--- src/rtl/hazard_ctrl.sv ---
// Hazard unit for the 5-stage core. It produces execute-stage forward selects,
// load-use stalls, branch flushes, a pipeline freeze on dmem wait, and stall/flush counters.
module hazard_ctrl #(
  parameter int TIMEOUT = 16,
  parameter int CNT_W   = 16
) (
  input  logic             clk,
  input  logic             rst,
  input  logic [4:0]       Rs1D,
  input  logic [4:0]       Rs2D,
  input  logic [4:0]       Rs1E,
  input  logic [4:0]       Rs2E,
  input  logic [4:0]       RD_E,
  input  logic [4:0]       RD_M,
  input  logic [4:0]       RD_W,
  input  logic             ResultSrcE,
  input  logic             RegWriteM,
  input  logic             RegWriteW,
  input  logic             PCSrcE,
  input  logic             dmem_req_M,
  input  logic             dmem_ready,
  input  logic             cnt_clr,
  output logic [1:0]       ForwardAE,
  output logic [1:0]       ForwardBE,
  output logic             StallF,
  output logic             StallD,
  output logic             StallE,
  output logic             StallM,
  output logic             FlushD,
  output logic             FlushE,
  output logic             mem_timeout,
  output logic [CNT_W-1:0] stall_cnt,
  output logic [CNT_W-1:0] flush_cnt
);

  localparam int WCNT_W = $clog2(TIMEOUT + 1);

  typedef enum logic [1:0] {IDLE, WAIT, ERR} state_t;

  state_t            state_q, state_d;
  logic [WCNT_W-1:0] wait_cnt_q, wait_cnt_d;
  logic [CNT_W-1:0]  stall_cnt_q, stall_cnt_d;
  logic [CNT_W-1:0]  flush_cnt_q, flush_cnt_d;

  logic lduse, memwait, freeze;

  function automatic logic [1:0] fwd_sel(input logic [4:0] rs, input logic wr_m,
                                         input logic [4:0] rd_m, input logic wr_w,
                                         input logic [4:0] rd_w);
    if (wr_m && rd_m != 5'd0 && rd_m == rs)      return 2'b10;
    else if (wr_w && rd_w != 5'd0 && rd_w == rs) return 2'b01;
    else                                         return 2'b00;
  endfunction

  assign lduse   = ResultSrcE && RD_E != 5'd0 && (RD_E == Rs1D || RD_E == Rs2D);
  assign memwait = dmem_req_M && !dmem_ready;
  assign freeze  = memwait || state_q == ERR;

  always_comb begin
    ForwardAE = 2'b00;
    ForwardBE = 2'b00;
    StallF    = 1'b0;
    StallD    = 1'b0;
    StallE    = 1'b0;
    StallM    = 1'b0;
    FlushD    = 1'b0;
    FlushE    = 1'b0;
    if (rst) begin
      FlushD = 1'b1;
      FlushE = 1'b1;
    end else begin
      ForwardAE = fwd_sel(Rs1E, RegWriteM, RD_M, RegWriteW, RD_W);
      ForwardBE = fwd_sel(Rs2E, RegWriteM, RD_M, RegWriteW, RD_W);
      // A frozen execute stage keeps any taken branch until the freeze lifts.
      if (freeze) begin
        StallF = 1'b1;
        StallD = 1'b1;
        StallE = 1'b1;
        StallM = 1'b1;
      end else if (PCSrcE) begin
        FlushD = 1'b1;
        FlushE = 1'b1;
      end else if (lduse) begin
        StallF = 1'b1;
        StallD = 1'b1;
        FlushE = 1'b1;
      end
    end
  end

  always_comb begin
    state_d    = state_q;
    wait_cnt_d = wait_cnt_q;
    case (state_q)
      IDLE: begin
        if (memwait) begin
          state_d    = WAIT;
          wait_cnt_d = WCNT_W'(1);
        end
      end
      WAIT: begin
        if (!memwait) begin
          state_d    = IDLE;
          wait_cnt_d = '0;
        end else if (wait_cnt_q == WCNT_W'(TIMEOUT - 1)) begin
          state_d = ERR;
        end else begin
          wait_cnt_d = wait_cnt_q + WCNT_W'(1);
        end
      end
      ERR:     state_d = ERR;
      default: state_d = IDLE;
    endcase
  end

  always_comb begin
    stall_cnt_d = stall_cnt_q;
    flush_cnt_d = flush_cnt_q;
    if (cnt_clr) begin
      stall_cnt_d = '0;
      flush_cnt_d = '0;
    end else begin
      if (StallF && stall_cnt_q != '1)
        stall_cnt_d = stall_cnt_q + CNT_W'(1);
      if (PCSrcE && !freeze && flush_cnt_q != '1)
        flush_cnt_d = flush_cnt_q + CNT_W'(1);
    end
  end

  always_ff @(posedge clk or posedge rst) begin
    if (rst) begin
      state_q     <= IDLE;
      wait_cnt_q  <= '0;
      stall_cnt_q <= '0;
      flush_cnt_q <= '0;
    end else begin
      state_q     <= state_d;
      wait_cnt_q  <= wait_cnt_d;
      stall_cnt_q <= stall_cnt_d;
      flush_cnt_q <= flush_cnt_d;
    end
  end

  assign mem_timeout = (state_q == ERR);
  assign stall_cnt   = stall_cnt_q;
  assign flush_cnt   = flush_cnt_q;

endmodule

--- config.mk ---
export PLATFORM = sky130hd
export DESIGN_NAME = hazard_ctrl
export DESIGN_NICKNAME = d
export VERILOG_FILES = /design/src/rtl/hazard_ctrl.sv
export SDC_FILE = /design/constraint.sdc
export NUM_CORES = 1
export LEC_CHECK = 0
export CORE_MARGIN = 2
export CORE_UTILIZATION = 25
export DETAILED_ROUTE_END_ITERATION = 12
export PLACE_DENSITY_LB_ADDON = 0.08
export REMOVE_ABC_BUFFERS = 1
export SLEW_MARGIN = 20
export SYNTH_ARGS = -nofsm -noshare
export SYNTH_HDL_FRONTEND = slang
export SYNTH_SLANG_ARGS = --single-unit
--- constraint.sdc ---
create_clock -name clk -period 4.1 [get_ports clk]
set_input_delay 0.82 -clock clk [delete_from_list [all_inputs] [get_ports clk]]
set_output_delay 0.82 -clock clk [all_outputs]
set_load 0.1 [all_outputs]
==> out/summary.txt <==
TritonCTS clock tree = yes
Pwr/cell area = 235.2 nW/um^2
Leakage = 0.001357 uW
Nature of the critical path startpoint = input pin
Avg Synthesized Cell Area = 8.951 um^2
Count leader, synth = dfrtp_1
Netlist Area Pre-Place = 2506 um^2
Largest net degree at the start of global routing = 42
CP max-delay cell = o311ai_0
First-pass GRT wire length = 11890 um
Layout cells sized above 1 = 0.07278
Clock slew at reported path FFs = 0.08 ns
RR Endpoint = stall_cnt[15]
Largest stage delay, worst path = 0.56 ns
Die X-Extent = 104.1 um
CTS Buf Count = 5
Worst Path Buf+Inv = 2
Worst hold margin = 0.5246 ns
CP startpoint = RD_E[4]
# diodes = 0
Top cells by count, synth = dfrtp_1, nor2_1, xnor2_1
R2R Setup Slk = 1.89 ns
Clock Sinks = 39
Final core utilization = 0.3729
Synth unique cells = 44
Skew-Pair Late Insertion Delay = 0.29 ns
DRC = 0
Final setup violation count = 0
Buffers on Ports = 86
Final Hold Fails = 0
Post-synth EDFFs = 0
Outcome = complete, no violations
Worst Skew = 0.008426 ns
Rel. slew slack = 0.3042
CP Capture Point = FlushE
Wire length per cell = 14.10 um
Yosys top cell by area = dfrtp_1
Die Ht = 104.1 um
GR Overflow Total = 0
CP Depth = 7
Cells along the critical path = clkdlybuf4s50_1, xnor2_1, nand3_1, o22ai_1, nand2b_1, o311ai_0, buf_12
Total Power = 857.4 uW
Fmax = 269.5 MHz
R2R cell count = 6
Initial DRC Count = 100
Initial Utilization = 0.2564
GRT Util Overall = 0.1319
Register area share after synthesis = 0.3894
IO Pins = 87
Clock Root Buffer = clkbuf_8
Synth Flop Type = dfrtp_1
RSZ-0062 raised after global routing = no
DRT Pass-1 Iters = 4
Max Buffers Root-to-Sink = 2
Final period utilization = 0.9050
Total core area = 9774 um^2
Placer Congestion = 0.8291
Hold depth = 1
Crit path DAT = 2.89 ns
Setup bufs post-CTS = 0
Htree depth = 2
Post-DP HPWL = 5295 um
Max cap viols = 0
CP required = 3.28 ns
Vias per cell = 4.665
Routed wire length = 7105 um
Synth Instances = 280
Initial antenna violation count = 0
Synth area leaders = dfrtp_1, xnor2_1, xor2_1
Least-Margin Pin Slew = 1.040 ns
Yosys warnings = 0
Vias = 2351
Layout area overhead = 45.43%
Peak VDD IR = 141.7 uV
Top-area cell type share of the netlist area = 0.3894
CTS Hold Bufs = 0
Row cnt = 36
Setup Total Neg Slack = 0 ns
Die Area = 10840 um^2
Vias in the first global route = 2371
Reg2Reg Launch Point = stall_cnt[5]
Delay-heaviest family, CP = compound AO/OA/AOI/OAI gates
Register bit total from synthesis = 39
Maximum fanout along the worst path = 3
Kind of critical path = input pin to output port
CP endpoint kind = output port
Number of fillers in the final layout = 1015
Async S/R FF share, synth = 1.000
Min-Delay Path Class = flop to flop
Routed Antenna Nets = 0
CTS resizes = 0
Final min period = 3.711 ns
Final net count = 418
Max-slew violation count = 0
per-layer routing:
layer  part of all wire  wire length [um]  up-vias  track usage
met5                  0                 0        -            0
met4             0.0045                32        0      0.02220
met3              0.036               259        4      0.02820
met2               0.47              3365       51       0.2195
met1               0.49              3447     1107       0.1787
li1                   -                 -     1189            -
per-stage QoR:
| stage | std cells | setup slack, ns | area (um^2) |
|---|---|---|---|
| after floorplan | 272 | -2.556 | 2449 |
| after global placement | 496 | 0.4179 | 3563 |
| after detailed placement | 496 | 0.3565 | 3563 |
| after CTS | 504 | 0.3529 | 3645 |
| after global routing | 504 | 0.2217 | 3645 |
| final | 504 | 0.3894 | 3645 |
area by class of cell:
type                       count  area [um^2]  area share
clock buffer                   7        76.32     0.02094
clock inverter                 1        5.005    0.001373
inverter                       7        26.28    0.007209
multi-input combinational    226         1446      0.3968
sequential                    39        975.9      0.2678
tap                          133        166.4     0.04566
timing repair buffer          91        948.4      0.2602
report_power, final:
| part | switching [uW] | internal (uW) | leakage, uW |
|---|---|---|---|
| sequential | 7.44 | 390 | 0.000540 |
| combinational | 114 | 85.1 | 0.000775 |
| clock | 142 | 120 | 0.0000422 |
| total | 263 | 595 | 0.00136 |
worst min-delay path by stage:
| stage | from | end |
|---|---|---|
| after floorplan | wait_cnt_q[4] | wait_cnt_q[4] |
| after global placement | wait_cnt_q[4] | wait_cnt_q[4] |
| after detailed placement | wait_cnt_q[4] | wait_cnt_q[4] |
| after CTS | wait_cnt_q[4] | wait_cnt_q[4] |
| after global routing | wait_cnt_q[4] | wait_cnt_q[4] |
| final | state_q[0] | wait_cnt_q[0] |
registers in the layout, summed over array words and instances, names as in the netlist:
signal	cells
stall_cnt	16
wait_cnt_q	5
state_q	2
flush_cnt	16
worst reg2reg max path: cells and delay by family, from the launching register on:
kind	cells	cell delay, ns
AO/OA/AOI/OAI	3	0.66
flip-flops	1	0.42
AND/OR/NAND/NOR	3	1.03
cell families after synthesis:
logic type,count (synthesis),share of synthesized area
xor+xnor,46,0.1608
buf+inv,15,0.03345
compound gates,53,0.1393
flops,39,0.3894
simple gates,122,0.2531
mux,1,0.003994
fa+ha+maj,4,0.01997
cells in the final DEF, fill, tap and decap left out, drive strengths merged, types with 14 or more instances in the layout:
cell           count
a21oi             20
buf               15
clkdlybuf4s50     76
dfrtp             39
nand2             23
nand3             19
nor2              28
o21ai             14
xnor2             24
xor2              22
Power figures use the tool's default switching activity.
